### src/rtl/restoring_div4_pkg.sv
// Shared definitions for the restoring divider.
//   state_t   : FSM encoding (IDLE, RUN, DONE)
//   WIDTH_DEF : default operand width
//   CNT_W     : iteration counter width for the default operand width
//   cnt_width : counter width for an arbitrary operand width (at least 1 bit)
package div_pkg;

    typedef enum logic [1:0] {
        IDLE = 2'd0,
        RUN  = 2'd1,
        DONE = 2'd2
    } state_t;

    localparam int WIDTH_DEF = 4;
    localparam int CNT_W     = $clog2(WIDTH_DEF);

    // The counter only has to reach WIDTH-1, which always fits in clog2(WIDTH) bits.
    function automatic int cnt_width(input int w);
        return (w > 1) ? $clog2(w) : 1;
    endfunction

endpackage

### src/rtl/restoring_div4_if.sv
// Start/done handshake bundle of the restoring divider.
//   start        : request, accepted only while busy is low
//   dividend     : unsigned dividend, sampled on accept
//   divisor      : unsigned divisor, sampled on accept
//   busy         : high while iterating
//   done         : one-cycle pulse, results valid
//   quotient     : result, held until the next done
//   remainder    : result, held until the next done
//   div_by_zero  : divisor was zero on the last accept
// The master modport belongs to the requester; the slave modport to the divider.
interface restoring_div4_if #(
    parameter int WIDTH = 4
);
    logic             start;
    logic [WIDTH-1:0] dividend;
    logic [WIDTH-1:0] divisor;
    logic             busy;
    logic             done;
    logic [WIDTH-1:0] quotient;
    logic [WIDTH-1:0] remainder;
    logic             div_by_zero;

    modport master (
        output start, dividend, divisor,
        input  busy, done, quotient, remainder, div_by_zero
    );

    modport slave (
        input  start, dividend, divisor,
        output busy, done, quotient, remainder, div_by_zero
    );
endinterface

### src/rtl/restoring_div4_sub.sv
// Combinational ripple-borrow subtractor: diff = a - b, bout = 1 when a < b.
//   a, b  : N-bit unsigned operands
//   diff  : N-bit difference (modulo 2^N)
//   bout  : borrow out of the most significant bit
module borrow_sub_stage #(
    parameter int N = 5
) (
    input  logic [N-1:0] a,
    input  logic [N-1:0] b,
    output logic [N-1:0] diff,
    output logic         bout
);
    logic [N:0] borrow;

    assign borrow[0] = 1'b0;

    for (genvar i = 0; i < N; i++) begin : g_bit
        assign diff[i]       = a[i] ^ b[i] ^ borrow[i];
        // Borrow when b exceeds a at this bit, or they are equal and a borrow arrives.
        assign borrow[i + 1] = (~a[i] & b[i]) | (~(a[i] ^ b[i]) & borrow[i]);
    end

    assign bout = borrow[N];
endmodule

### src/rtl/restoring_div4.sv
// Multi-cycle unsigned restoring divider with a start/done handshake.
// One quotient bit per clock: {R,Q} shifts left, the borrow subtractor forms
// R - divisor, and the difference is kept (Q bit 1) or discarded (Q bit 0).
// Ports:
//   clk    : rising-edge clock
//   rst_n  : asynchronous active-low reset, aborts any operation in flight
//   bus    : restoring_div4_if.slave (start, dividend, divisor, busy, done,
//            quotient, remainder, div_by_zero)
// Optional build macro DIV_ZERO_DETECT_EN: a zero divisor skips the iterations
// and completes one cycle after accept with div_by_zero set. Without it the
// normal iterations run (giving all-ones quotient and remainder=dividend) and
// div_by_zero is tied low.
module restoring_div4
    import div_pkg::*;
#(
    parameter int WIDTH = WIDTH_DEF
) (
    input  logic             clk,
    input  logic             rst_n,
    restoring_div4_if.slave  bus
);
    localparam int CW = cnt_width(WIDTH);
    localparam int RW = WIDTH + 1;

    state_t           state_q, state_d;
    logic [CW-1:0]    cnt_q, cnt_d;
    logic [WIDTH-1:0] r_q, r_d;       // partial remainder; always < divisor, so WIDTH bits suffice
    logic [WIDTH-1:0] q_q, q_d;       // dividend bits shifting out, quotient bits shifting in
    logic [WIDTH-1:0] dvs_q, dvs_d;
    logic [WIDTH-1:0] quot_q, quot_d;
    logic [WIDTH-1:0] rem_q, rem_d;
    logic             busy_q, busy_d;
    logic             done_q, done_d;
`ifdef DIV_ZERO_DETECT_EN
    logic             dbz_q, dbz_d;
    logic             zflag_q, zflag_d;  // current operation has a zero divisor
`endif

    logic [RW-1:0]    r_shift;
    logic [WIDTH-1:0] q_shift;
    logic [RW-1:0]    trial_diff;
    logic             trial_bout;
    logic [WIDTH-1:0] r_next;
    logic [WIDTH-1:0] q_next;
    logic             accept;
    logic             last_iter;
    logic             unused_diff_msb;

    // Shifted remainder carries one extra bit so the trial subtract cannot overflow.
    assign r_shift = {r_q, q_q[WIDTH-1]};
    assign q_shift = {q_q[WIDTH-2:0], 1'b0};

    borrow_sub_stage #(
        .N (RW)
    ) u_sub (
        .a    (r_shift),
        .b    ({1'b0, dvs_q}),
        .diff (trial_diff),
        .bout (trial_bout)
    );

    // A kept difference is below the divisor, so its top bit is always zero.
    assign unused_diff_msb = trial_diff[RW-1];
    assign r_next    = trial_bout ? r_shift[WIDTH-1:0] : trial_diff[WIDTH-1:0];
    assign q_next    = {q_shift[WIDTH-1:1], ~trial_bout};

    assign accept    = bus.start && (state_q != RUN);
    assign last_iter = (cnt_q == CW'(WIDTH - 1));

    always_comb begin
        state_d = state_q;
        cnt_d   = cnt_q;
        r_d     = r_q;
        q_d     = q_q;
        dvs_d   = dvs_q;
        quot_d  = quot_q;
        rem_d   = rem_q;
`ifdef DIV_ZERO_DETECT_EN
        dbz_d   = dbz_q;
        zflag_d = zflag_q;
`endif

        case (state_q)
            RUN: begin
`ifdef DIV_ZERO_DETECT_EN
                if (zflag_q) begin
                    // q_q still holds the untouched dividend here.
                    state_d = DONE;
                    quot_d  = '1;
                    rem_d   = q_q;
                end else
`endif
                begin
                    r_d = r_next;
                    q_d = q_next;
                    if (last_iter) begin
                        state_d = DONE;
                        quot_d  = q_next;
                        rem_d   = r_next;
                    end else begin
                        cnt_d = cnt_q + 1'b1;
                    end
                end
            end
            DONE:    state_d = IDLE;
            default: state_d = state_q;
        endcase

        // Accept wins over DONE -> IDLE so back-to-back requests lose no cycle.
        if (accept) begin
            state_d = RUN;
            cnt_d   = '0;
            r_d     = '0;
            q_d     = bus.dividend;
            dvs_d   = bus.divisor;
`ifdef DIV_ZERO_DETECT_EN
            dbz_d   = (bus.divisor == '0);
            zflag_d = (bus.divisor == '0);
`endif
        end

        busy_d = (state_d == RUN);
        done_d = (state_d == DONE);
    end

    always_ff @(posedge clk or negedge rst_n) begin
        if (!rst_n) begin
            state_q <= IDLE;
            cnt_q   <= '0;
            r_q     <= '0;
            q_q     <= '0;
            dvs_q   <= '0;
            quot_q  <= '0;
            rem_q   <= '0;
            busy_q  <= 1'b0;
            done_q  <= 1'b0;
`ifdef DIV_ZERO_DETECT_EN
            dbz_q   <= 1'b0;
            zflag_q <= 1'b0;
`endif
        end else begin
            state_q <= state_d;
            cnt_q   <= cnt_d;
            r_q     <= r_d;
            q_q     <= q_d;
            dvs_q   <= dvs_d;
            quot_q  <= quot_d;
            rem_q   <= rem_d;
            busy_q  <= busy_d;
            done_q  <= done_d;
`ifdef DIV_ZERO_DETECT_EN
            dbz_q   <= dbz_d;
            zflag_q <= zflag_d;
`endif
        end
    end

    assign bus.busy      = busy_q;
    assign bus.done      = done_q;
    assign bus.quotient  = quot_q;
    assign bus.remainder = rem_q;
`ifdef DIV_ZERO_DETECT_EN
    assign bus.div_by_zero = dbz_q;
`else
    assign bus.div_by_zero = 1'b0;
`endif
endmodule
### src/flat_wrapper.sv
// flat-port wrapper written by rule: the top's interface ports become plain ports
module restoring_div4_flat import div_pkg::*;
#(
    parameter int WIDTH = WIDTH_DEF
)
  (clk, rst_n, bus_start, bus_dividend, bus_divisor, bus_busy, bus_done, bus_quotient, bus_remainder, bus_div_by_zero);
  restoring_div4_if #(.WIDTH(WIDTH)) bus_i ();
  input  logic clk;
  input  logic rst_n;
  input wire logic [$bits(bus_i.start)-1:0] bus_start;
  input wire logic [$bits(bus_i.dividend)-1:0] bus_dividend;
  input wire logic [$bits(bus_i.divisor)-1:0] bus_divisor;
  output wire logic [$bits(bus_i.busy)-1:0] bus_busy;
  output wire logic [$bits(bus_i.done)-1:0] bus_done;
  output wire logic [$bits(bus_i.quotient)-1:0] bus_quotient;
  output wire logic [$bits(bus_i.remainder)-1:0] bus_remainder;
  output wire logic [$bits(bus_i.div_by_zero)-1:0] bus_div_by_zero;
  assign bus_i.start = bus_start;
  assign bus_i.dividend = bus_dividend;
  assign bus_i.divisor = bus_divisor;
  assign bus_busy = bus_i.busy;
  assign bus_done = bus_i.done;
  assign bus_quotient = bus_i.quotient;
  assign bus_remainder = bus_i.remainder;
  assign bus_div_by_zero = bus_i.div_by_zero;
  restoring_div4 #(.WIDTH(WIDTH)) u_core (.clk(clk), .rst_n(rst_n), .bus(bus_i));
endmodule
### config.mk
export PLATFORM = sky130hd
export DESIGN_NAME = restoring_div4_flat
export DESIGN_NICKNAME = d
export VERILOG_FILES = /design/src/rtl/restoring_div4_pkg.sv /design/src/rtl/restoring_div4_if.sv /design/src/rtl/restoring_div4_sub.sv /design/src/rtl/restoring_div4.sv /design/src/flat_wrapper.sv
export SDC_FILE = /design/constraint.sdc
export NUM_CORES = 1
export LEC_CHECK = 0
export ABC_AREA = 1
export CAP_MARGIN = 5
export CORE_ASPECT_RATIO = 0.8
export CORE_MARGIN = 2
export CORE_UTILIZATION = 30
export DETAILED_ROUTE_END_ITERATION = 8
export SLEW_MARGIN = 20
export SYNTH_ARGS = -nofsm -noshare
export SYNTH_HDL_FRONTEND = slang
export SYNTH_SLANG_ARGS = --single-unit
### constraint.sdc
create_clock -name clk -period 6.9 [get_ports clk]
set_clock_uncertainty 0.1 [all_clocks]
set_input_delay 1.38 -clock clk [delete_from_list [all_inputs] [get_ports clk]]
set_output_delay 1.38 -clock clk [all_outputs]
set_load 0.05 [all_outputs]
# Word level (Yosys, flattened, before mapping)
# Cells that the tools add are included.
classes:
  add_sub_neg: 1
  n_mul: 0
  div_mod_pow: 0
  magnitude_cmp: 0
  n_eq_ne: 7
  shift: 0
  muxes: 11
  bitwise: 27
  reduce_logical: 4
ops:
  columns: ["operator", "count"]
  rows:
  - ["$mux 4", 5]
  - ["$mux 2", 5]
  - ["$not 1->1", 9]
  - ["$and 1x1->1", 8]
  - ["$xor 1x1->1", 7]
  - ["$eq 2x2->1 const B", 3]
  - ["$eq 2x1->1 const B", 2]
  - ["$ne 2x1->1 const B", 2]
  - ["$pmux 2 s2", 1]
  - ["$reduce_and 2->1", 2]
  - ["$or 1x1->1", 3]
  - ["$add 2x1->2 const B", 1]
  - ["$reduce_bool 2->1", 1]
  - ["$logic_and 1x1->1", 1]
totals:
  reg_bits: 26
  latchBits: 0
  ramBits: 0
  mem_bits_ro: 0
  inputBits: 11
  output_inout_bits: 11
  word_cells: 59
  mem_count: 0

# Logic depth before layout (Yosys ltp)
# Gate-level depths: netlist of run 1.
depth:
  word_depth: 12
  mapped_depth: 12
  ltp_nobuf: 12

# By module
# From an unflattened synthesis of run 1, not the netlist that was laid out.
hier_totals:
  cells_unflattened: 138
  hier_area_um2: 1222.4
by_module_without_submodules:
  columns: ["module", "n_inst", "cells_per_inst", "area_per_inst_um2", "seq_area_each_um2"]
  rows:
  - ["restoring_div4", 1, 121, 1084.8, 650.6]
  - ["borrow_sub_stage", 1, 17, 137.6, 0.0]

# Worst setup path before layout of run 1
# OpenSTA, ideal clock, no wires.
synth_timing:
  path_type: "register -> register"
  startpoint: "register u_core.q_q[3]"
  endpoint: "register u_core.rem_q[0] (netlist: u_core.bus.remainder[0])"
  setup_time_ns: 0.118
  t_arrival_ns: 1.946
  t_required_ns: 6.682
  slack_ns: 4.736
  path_stages_with_launch: 13
  n_path_buf: 0
  period_less_slack_ns: 2.164
  path_cell_list: "dfrtp_1 -> inv_1 -> ha_1 -> inv_1 -> fa_1 -> fa_1 -> inv_1 -> fa_1 -> nand2_1 -> inv_1 -> nand2_1 -> nand3_1 -> nand2_1"
synth_via:
  elab_chain_cells: 10
  elab_cells_between_ends: 11
  classes_between: "mux (1); bitwise (10)"
synth_lines:
  columns: ["item", "line", "text"]
  rows:
  - ["start, declared", "restoring_div4.sv:28", "logic [WIDTH-1:0] q_q, q_d;"]
  - ["start signal, assigned", "restoring_div4.sv:145", "q_q <= q_d;"]
  - ["$not 1->1", "restoring_div4_sub.sv:20", "assign borrow[i + 1] = (~a[i] & b[i]) | (~(a[i] ^ b[i]) & borrow[i]);"]
  - ["$and 1x1->1 (2 in series)", "restoring_div4_sub.sv:20", null]
  - ["$or 1x1->1", "restoring_div4_sub.sv:20", null]
  - ["$and 1x1->1", "restoring_div4_sub.sv:20", null]
  - ["$or 1x1->1", "restoring_div4_sub.sv:20", null]
  - ["$and 1x1->1", "restoring_div4_sub.sv:20", null]
  - ["$or 1x1->1", "restoring_div4_sub.sv:20", null]
  - ["$and 1x1->1", "restoring_div4_sub.sv:20", null]
  - ["$mux 4 *", "restoring_div4.sv:64", "assign r_next = trial_bout ? r_shift[WIDTH-1:0] : trial_diff[WIDTH-1:0];"]
  - ["end signal, assigned", "restoring_div4.sv:148", "rem_q <= rem_d;"]
  - ["end, declared", "restoring_div4.sv:31", "logic [WIDTH-1:0] rem_q, rem_d;"]
# Every way passes the cells marked *; elsewhere a longest branch is shown, timed or not.
# A chain may end at the register's enable or synchronous reset.

# Final worst setup path of run 1
layout_timing:
  startpoint: "register u_core.quot_q[1] (netlist: u_core.bus.quotient[1])"
  endpoint: "output port bus_quotient[1]"
layout_lines:
  columns: ["item", "line", "text"]
  rows:
  - ["start, declared", "restoring_div4.sv:30", "logic [WIDTH-1:0] quot_q, quot_d;"]
  - ["start signal, assigned", "restoring_div4.sv:147", "quot_q <= quot_d;"]
  - ["end, declared", "flat_wrapper.sv:15", "output wire logic [$bits(bus_i.quotient)-1:0] bus_quotient;"]
# No word-level cell between the ends.

==> qor.yml, run 1 <==
fin_util_pct: 39.2
grt_pass1_vias: 891
start_util_pct: 32.1
rows: 20
ys_warn_count: 0
crit_buf_inv: 1
design_area_um2: 1530
cpLargestDelayFamily: "buffers and inverters"
cts_htree_levels: 1
cp_max_fo: 2
synth-seq-area-share_pct: 51.9
routed_wl_mm: 2.23
cts-resized-gates: 0
die_h_um: 61.8
ctsLongestPathBuffers: 2
final-instance-count-excl-fill: 215
synth.distinct_cells: 19
finalSetupViolCount: 0
power.density_nw_per_um2: 526
synthToLayoutAreaGrowth_pct: 22.0
hold_buffers: 0
synth_area_per_cell_um2: 8.96
clk_root_buffer_cell: "clkbuf_8"
ant_nets: 0
cts_tree: "built"
cts_num_sinks: 26
worstPathArrival_ns: 1.44
hpwlAfterDp_mm: 1.78
post-place-ws_ns: 4.27
core_um2: 3900
place_area_um2: 1490
start_kind: "register"
finalCritPeriodShare_pct: 42.3
grt_usage_pct: 10.5
drtIter0Drc: 47
first_pass_iters: 4
die_width_um: 76.3
critical_path_class: "register to primary output"
nets: 179
critPathMaxStageDelay_ns: 0.81
ir_drop_v: 0.000195
maxSlewViolCount: 0
crit_chain: "clkdlybuf4s50_1"
status: "complete, no violations"
maxCapViolCount: 0
post_cts_buffers: 0
die-area_um2: 4720
fin_ws_ns: 3.98
antenna_found_initial: 0
drc: 0
cts_buffers: 3
fmax_ghz: 0.343
end_kind: "primary output"
clk_latency_ns: 0.26
post-route-min-period_ns: 2.92
rsz0062_at_grt: "no"
drive_gt1_share_pct: 11.3
grt_max_degree: 27
ios: 22
crit_required_ns: 5.42
gr-total-overflow: 0
leakage_nw: 0.785
syn-num-nets: 157
hold_violations: 0
tightest_slew_ns: 0.571
hold-worst-slack_ns: 0.386
dp_cells: 212
maxSlewHeadroom_pct: 62.0
critPathSlowestCell: "clkdlybuf4s50_1"
vias_per_cell: 4.18
total_power_mw: 0.805
syn-cell-area_um2: 1250
min_path_type: "register to register"
clkSlewWorstSetupHoldPaths_ns: 0.08
tns_ns: 0
grt_pass1_wl_mm: 3.87
vias: 899
routabilityCongestion: 0.751
synthCells: 140
port_buffers: 20
antenna_cells: 0
wl_per_cell_um: 10.4
synth_seq_cells: 26
==> cells in the final DEF, fill, tap and decap left out, types with 2 or more instances in the layout <==
master	count
o21ai_1	3
o211ai_2	2
nand2_2	4
o211ai_1	2
inv_1	19
ha_1	3
clkdlybuf4s50_1	19
dfrtp_1	26
nand3_1	13
fa_1	3
clkbuf_8	3
nand2_1	51
inv_2	4
o21ai_2	2
==> Yosys cell counts (all sizes together) <==
master / n / area, um2
buf: 3 / 30.0
o211ai: 4 / 40.0
ha: 3 / 37.5
o21ai: 6 / 37.5
nor2: 2 / 15.0
conb: 1 / 3.75
inv: 23 / 86.3
nand3: 13 / 65.1
dfrtp: 26 / 651
nand2: 56 / 228
fa: 3 / 60.1
==> worst reg2reg max path, delay by kind of cell (launching register included) <==
kind | cells | cell delay [ns]
simple gates | 4 | 0.37
flops | 1 | 0.38
fa+ha+maj | 4 | 1.05
buf+inv | 4 | 0.42
==> cell type report <==
class | instances | area (um2)
Sequential cell | 26 | 651
Inverter | 23 | 86.3
Fill cell | 405 | 2370
Timing Repair Buffer | 20 | 195
Tap cell | 55 | 68.8
Multi-Input combinational cell | 88 | 487
Clock buffer | 3 | 41.3
==> power breakdown <==
part,internal (mW),switching (mW)
registers,0.225,0.0392
clock network,0.0390,0.0424
logic,0.155,0.303
==> kinds of logic after synthesis <==
family,share of synthesized area (%)
simple gates,24.5
flops,51.9
compound gates,6.19
buf+inv,9.28
fa+ha+maj,7.78
other cells,0.299
==> flip-flops by register name, indices dropped and copies added, names as in the netlist <==
signal and count:
u_core.bus.busy 1, u_core.bus.done 1, u_core.bus.quotient 4, u_core.bus.remainder 4
u_core.cnt_q 2, u_core.dvs_q 4, u_core.q_q 4, u_core.r_q 4
u_core.state_q 2
==> metal layers <==
layer	vias up	global-route usage (%)	part of all wire [%]
met5	-	0	0
met4	0	0.779	0
met3	0	3.03	4.5
met2	23	19.3	44
met1	407	13.1	52
li1	469	-	-
==> worst paths after layout <==
| check | slack, ns | endpoint | cells after the start | startpoint |
|---|---|---|---|---|
| hold / removal | 0.39 | u_core.bus.remainder[3]$_DFFE_PN0P_ | 2 | u_core.bus.remainder[3]$_DFFE_PN0P_ |
| min in group asynchronous | 1.01 | u_core.dvs_q[1]$_DFFE_PN0P_ | 1 | rst_n |
| hold reg to reg | 0.39 | u_core.bus.remainder[3]$_DFFE_PN0P_ | 2 | u_core.bus.remainder[3]$_DFFE_PN0P_ |
| max in group asynchronous | 5.32 | u_core.q_q[3]$_DFFE_PN0P_ | 1 | rst_n |
| setup reg to reg | 4.49 | u_core.r_q[0]$_DFFE_PN0P_ | 12 | u_core.q_q[3]$_DFFE_PN0P_ |
| setup / recovery | 3.98 | bus_quotient[1] | 1 | u_core.bus.quotient[1]$_DFFE_PN0P_ |
No activity file was read; power rests on OpenSTA's default activity.
==> inputs of run 2 (changes only) <==
==> constraint.sdc (replaced) <==
create_clock -name clk -period 2.8 [get_ports clk]
set_clock_uncertainty 0.1 [all_clocks]
set_input_delay 0.56 -clock clk [delete_from_list [all_inputs] [get_ports clk]]
set_output_delay 0.56 -clock clk [all_outputs]
set_load 0.05 [all_outputs]
==> run 2 against run 1 <==
Critical path depth rose by 11. Worst setup slack got worse by 3.6 ns. Final area increased by 1.7%. Sequential share of layout area decreased by 0.72 points. Largest cell class unchanged. Global-route usage increased by 1.0 points. Clock power grew to 3.0 times the previous value. Clock-buffer cell count grew 1.
==> qor.yml, run 2 (synthesized netlist as in run 1, its figures left out) <==
final-instance-count-excl-fill: 217
die_h_um: 61.8
grt_pass1_vias: 944
reg2reg_slack_ns: 0.34
cp_max_fo: 6
routabilityCongestion: 0.785
end_kind: "register"
maxCapViolCount: 0
final_common_cell: "nand2_1"
grt_usage_pct: 11.5
maxSlewViolCount: 0
finalSetupViolCount: 0
power.density_nw_per_um2: 1320
antenna_cells: 0
start_util_pct: 32.1
hold-worst-slack_ns: 0.389
hold_buffers: 0
ant_nets: 0
port_buffers: 20
start_kind: "register"
cts_buffers: 3
drc: 0
status: "complete, no violations"
dp_cells: 213
first_pass_iters: 4
post-route-min-period_ns: 2.46
die-area_um2: 4720
design_area_um2: 1560
hpwlAfterDp_mm: 1.93
cts_htree_levels: 1
core_um2: 3900
nets: 180
rows: 20
ir_drop_v: 0.000452
synthToLayoutAreaGrowth_pct: 24.1
wl_per_cell_um: 11.4
clk_root_buffer_cell: "clkbuf_8"
clkSlewWorstSetupHoldPaths_ns: 0.09
cts-resized-gates: 0
cts_tree: "built"
min_path_type: "register to register"
vias: 945
cts_num_sinks: 26
grt_pass1_wl_mm: 4.24
worstPathArrival_ns: 2.53
finalCritPeriodShare_pct: 87.8
post_cts_buffers: 0
tns_ns: 0
tightest_slew_ns: 0.519
leakage_nw: 0.797
critPathLaunch: "u_core.q_q[3]$_DFFE_PN0P_"
drtIter0Drc: 40
routed_wl_mm: 2.47
reg2reg_to: "u_core.bus.remainder[0]$_DFFE_PN0P_"
grt_max_degree: 27
vias_per_cell: 4.35
place_area_um2: 1500
final_cell_mix: "51 x nand2_1, 26 x dfrtp_1, 20 x clkdlybuf4s50_1"
drive_gt1_share_pct: 11.7
ctsLongestPathBuffers: 2
gr-total-overflow: 0
critical_path_class: "register to register"
r2r-start: "u_core.q_q[3]$_DFFE_PN0P_"
ios: 22
antenna_found_initial: 0
die_width_um: 76.3
fmax_ghz: 0.407
rsz0062_at_grt: "no"
fillers: 409
clk_latency_ns: 0.27
crit_required_ns: 2.87
maxSlewHeadroom_pct: 65.4
hold_violations: 0
r2r_cells: 12
crit_end: "u_core.bus.remainder[0]$_DFFE_PN0P_"
-- run 2: changes by cell type in the layout (fill, tap and decap cells not counted), sizes merged --
cell | before | now
clkbuf | 3 | 4
clkdlybuf4s50 | 19 | 20
-- run 2: worst min-delay path by stage --
stage                     cells past startpoint  slack (ns)                           startpoint                                   to
after floorplan                               0        0.16                                rst_n            u_core.bus.busy$_DFF_PN0_
after global placement                        2        0.36  u_core.bus.remainder[0]$_DFFE_PN0P_  u_core.bus.remainder[0]$_DFFE_PN0P_
after detailed placement                      2        0.37  u_core.bus.remainder[1]$_DFFE_PN0P_  u_core.bus.remainder[1]$_DFFE_PN0P_
after CTS                                     2        0.39  u_core.bus.remainder[1]$_DFFE_PN0P_  u_core.bus.remainder[1]$_DFFE_PN0P_
after global routing                          2        0.42  u_core.bus.remainder[1]$_DFFE_PN0P_  u_core.bus.remainder[1]$_DFFE_PN0P_
final                                         2        0.39  u_core.bus.remainder[1]$_DFFE_PN0P_  u_core.bus.remainder[1]$_DFFE_PN0P_
-- run 2: final cells by class --
type / count / area [um2] / share of cell area, %
Timing Repair Buffer: 21 / 208 / 13.4
Inverter: 23 / 86.3 / 5.55
Clock buffer: 4 / 55.1 / 3.54
Multi-Input combinational cell: 88 / 487 / 31.3
Tap cell: 55 / 68.8 / 4.42
Sequential cell: 26 / 651 / 41.8
-- run 2: layer usage --
metal / up-vias / part of all wire [%] / global-route usage [%]
met5: - / 0 / 0
met4: 0 / 0 / 0
met3: 0 / 4.9 / 3.76
met2: 27 / 48 / 21.1
met1: 445 / 47 / 14.5
li1: 473 / - / -
-- run 2: worst max-delay path, stage by stage, from the launching register on --
cell	delay, ns
dfrtp_1	0.36
inv_1	0.11
ha_1	0.16
inv_1	0.05
fa_1	0.40
fa_1	0.38
inv_1	0.08
fa_1	0.17
nand2_1	0.13
inv_1	0.17
nand2_1	0.09
nand3_1	0.10
nand2_1	0.05
-- run 2: through the flow --
step	power [mW]	worst slack (ns)	util [%]
6_report	2.06	0.343	39.8
5_1_grt	2.24	0.212	39.8
4_1_cts	2.08	0.346	39.8
3_5_place_dp	1.84	0.349	38.4
3_3_place_gp	1.77	0.510	38.4
2_1_floorplan	1.52	0.636	-
-- run 2: power by group --
group	total, mW	internal, mW	leakage [nW]	switching [mW]
registers	0.654	0.555	0.323	0.0992
clock network	0.241	0.126	0.0288	0.115
logic	1.17	0.396	0.445	0.769
total	2.06	1.08	0.797	0.983
==> inputs of run 3 (changes only) <==
--- a/config.mk
+++ b/config.mk
@@ -11,6 +11,8 @@
 export CORE_MARGIN = 2
 export CORE_UTILIZATION = 30
 export DETAILED_ROUTE_END_ITERATION = 8
+export GPL_TIMING_DRIVEN = 1
+export PLACE_DENSITY = 0.59
 export SLEW_MARGIN = 20
 export SYNTH_ARGS = -nofsm -noshare
 export SYNTH_HDL_FRONTEND = slang
==> run 3 against run 2 <==
Register-to-register slack gained 0.05 ns. Routed wire length shrank 5.4%. Combinational power is essentially flat. Core utilization shrank 0.35 points. Maximum frequency grew 2.2%. First-iteration DRC count grew 98%. Worst hold slack lost 0.0031 ns. Cell count shrank 0.46%.
==> qor.yml, run 3 (synthesized netlist as in run 1, its figures left out) <==
status: "complete, no violations"
critical_path_class: "register to register"
antenna_found_initial: 0
ant_nets: 0
reg2reg_to: "u_core.r_q[0]$_DFFE_PN0P_"
ctsLongestPathBuffers: 2
swShare_pct: 48.1
start_util_pct: 32.1
hold_violations: 0
finalCritPeriodShare_pct: 85.9
pwr-share-clk_pct: 10.2
die-area_um2: 4720
antenna_cells: 0
cts-resized-gates: 0
nets: 180
crit_end: "u_core.r_q[0]$_DFFE_PN0P_"
clkSlewWorstSetupHoldPaths_ns: 0.08
core_um2: 3900
intPower_mw: 1.04
hold_buffers: 0
critPathLaunch: "u_core.q_q[3]$_DFFE_PN0P_"
cts_num_sinks: 26
grt_usage_pct: 10.8
wl_per_cell_um: 10.8
min_path_type: "register to register"
final_cell_mix: "51 x nand2_1, 26 x dfrtp_1, 20 x clkdlybuf4s50_1"
rsz0062_at_grt: "no"
reg2reg_slack_ns: 0.40
start_kind: "register"
maxCapViolCount: 0
p_comb_share_pct: 57.4
grt_pass1_wl_mm: 4.00
leakage_nw: 0.789
cts_htree_levels: 1
drive_gt1_share_pct: 11.2
design_area_um2: 1540
clk_latency_ns: 0.26
synthToLayoutAreaGrowth_pct: 23.0
r2r_cells: 12
ir_drop_v: 0.000647
ios: 22
r2r-start: "u_core.q_q[3]$_DFFE_PN0P_"
finalSetupViolCount: 0
routed_wl_mm: 2.34
routabilityCongestion: 0.937
fmax_ghz: 0.416
gr-total-overflow: 0
pwr-share-seq_pct: 32.4
drtIter0Drc: 79
cp_max_fo: 6
final_common_cell: "nand2_1"
die_width_um: 76.3
final-instance-count-excl-fill: 216
crit_required_ns: 2.86
clk_root_buffer_cell: "clkbuf_8"
vias: 902
hpwlAfterDp_mm: 1.82
rows: 20
cts_buffers: 3
tightest_slew_ns: 0.531
drc: 0
post_cts_buffers: 0
grt_max_degree: 27
first_pass_iters: 4
dp_cells: 213
cts_tree: "built"
p_sw_mw: 0.966
power.density_nw_per_um2: 1300
worstPathArrival_ns: 2.46
port_buffers: 20
maxSlewHeadroom_pct: 64.6
place_area_um2: 1500
tns_ns: 0
end_kind: "register"
die_h_um: 61.8
maxSlewViolCount: 0
post-route-min-period_ns: 2.40
vias_per_cell: 4.18
grt_pass1_vias: 906
==> run 3: changes by cell type in the layout (fill, tap and decap cells not counted) <==
cell / before / now
clkbuf_8: 4 / 3
==> run 3: worst max-delay path, stage by stage, from the launching register on <==
cell     delay [ns]
dfrtp_1        0.36
inv_1          0.10
ha_1           0.15
inv_1          0.05
fa_1           0.39
fa_1           0.37
inv_1          0.07
fa_1           0.16
nand2_1        0.13
inv_1          0.17
nand2_1        0.10
nand3_1        0.08
nand2_1        0.06
==> run 3: power by group through the flow <==
stage                     Combinational [mW]  Sequential, mW  Clock [mW]
after floorplan                        0.648           0.871           0
after global placement                  1.11           0.654           0
after detailed placement                1.16           0.658           0
after CTS                               1.16           0.653       0.212
after global routing                    1.29           0.673       0.229
final                                   1.15           0.652       0.204
==> run 3: layer usage <==
layer | vias to the layer above | share of wire [%] | track usage [%]
li1 | 472 | - | -
met4 | 0 | 0 | 1.56
met5 | - | 0 | 0
met2 | 27 | 42 | 17.8
met1 | 403 | 52 | 14.7
met3 | 0 | 5.3 | 3.32
==> run 3: through the flow <==
stage	hold slack [ns]	setup slack, ns	power, mW	util (%)
floorplan	0.164	0.636	1.52	-
global placement	0.362	0.521	1.77	38.4
detailed placement	0.369	0.428	1.82	38.4
CTS	0.393	0.416	2.03	39.5
global route	0.400	0.272	2.19	39.5
finish	0.385	0.395	2.01	39.5
==> run 3: worst min-delay path by stage <==
stage / start / to / slack, ns / cells past startpoint
2_1_floorplan: rst_n / u_core.bus.busy$_DFF_PN0_ / 0.16 / 0
3_3_place_gp: u_core.bus.remainder[0]$_DFFE_PN0P_ / u_core.bus.remainder[0]$_DFFE_PN0P_ / 0.36 / 2
3_5_place_dp: u_core.r_q[3]$_DFFE_PN0P_ / u_core.r_q[3]$_DFFE_PN0P_ / 0.37 / 2
4_1_cts: u_core.bus.remainder[1]$_DFFE_PN0P_ / u_core.bus.remainder[1]$_DFFE_PN0P_ / 0.39 / 2
5_1_grt: u_core.bus.remainder[3]$_DFFE_PN0P_ / u_core.bus.remainder[3]$_DFFE_PN0P_ / 0.40 / 2
6_report: u_core.bus.remainder[0]$_DFFE_PN0P_ / u_core.bus.remainder[0]$_DFFE_PN0P_ / 0.39 / 2
==> run 3: layout make-up <==
class                   count  area, um2
flip-flops and latches     26        651
inverters                  23       86.3
repair buffers             21        208
fillers                   417       2360
multi-input cells          88        487
well taps                  55       68.8
clock buffers               3       41.3
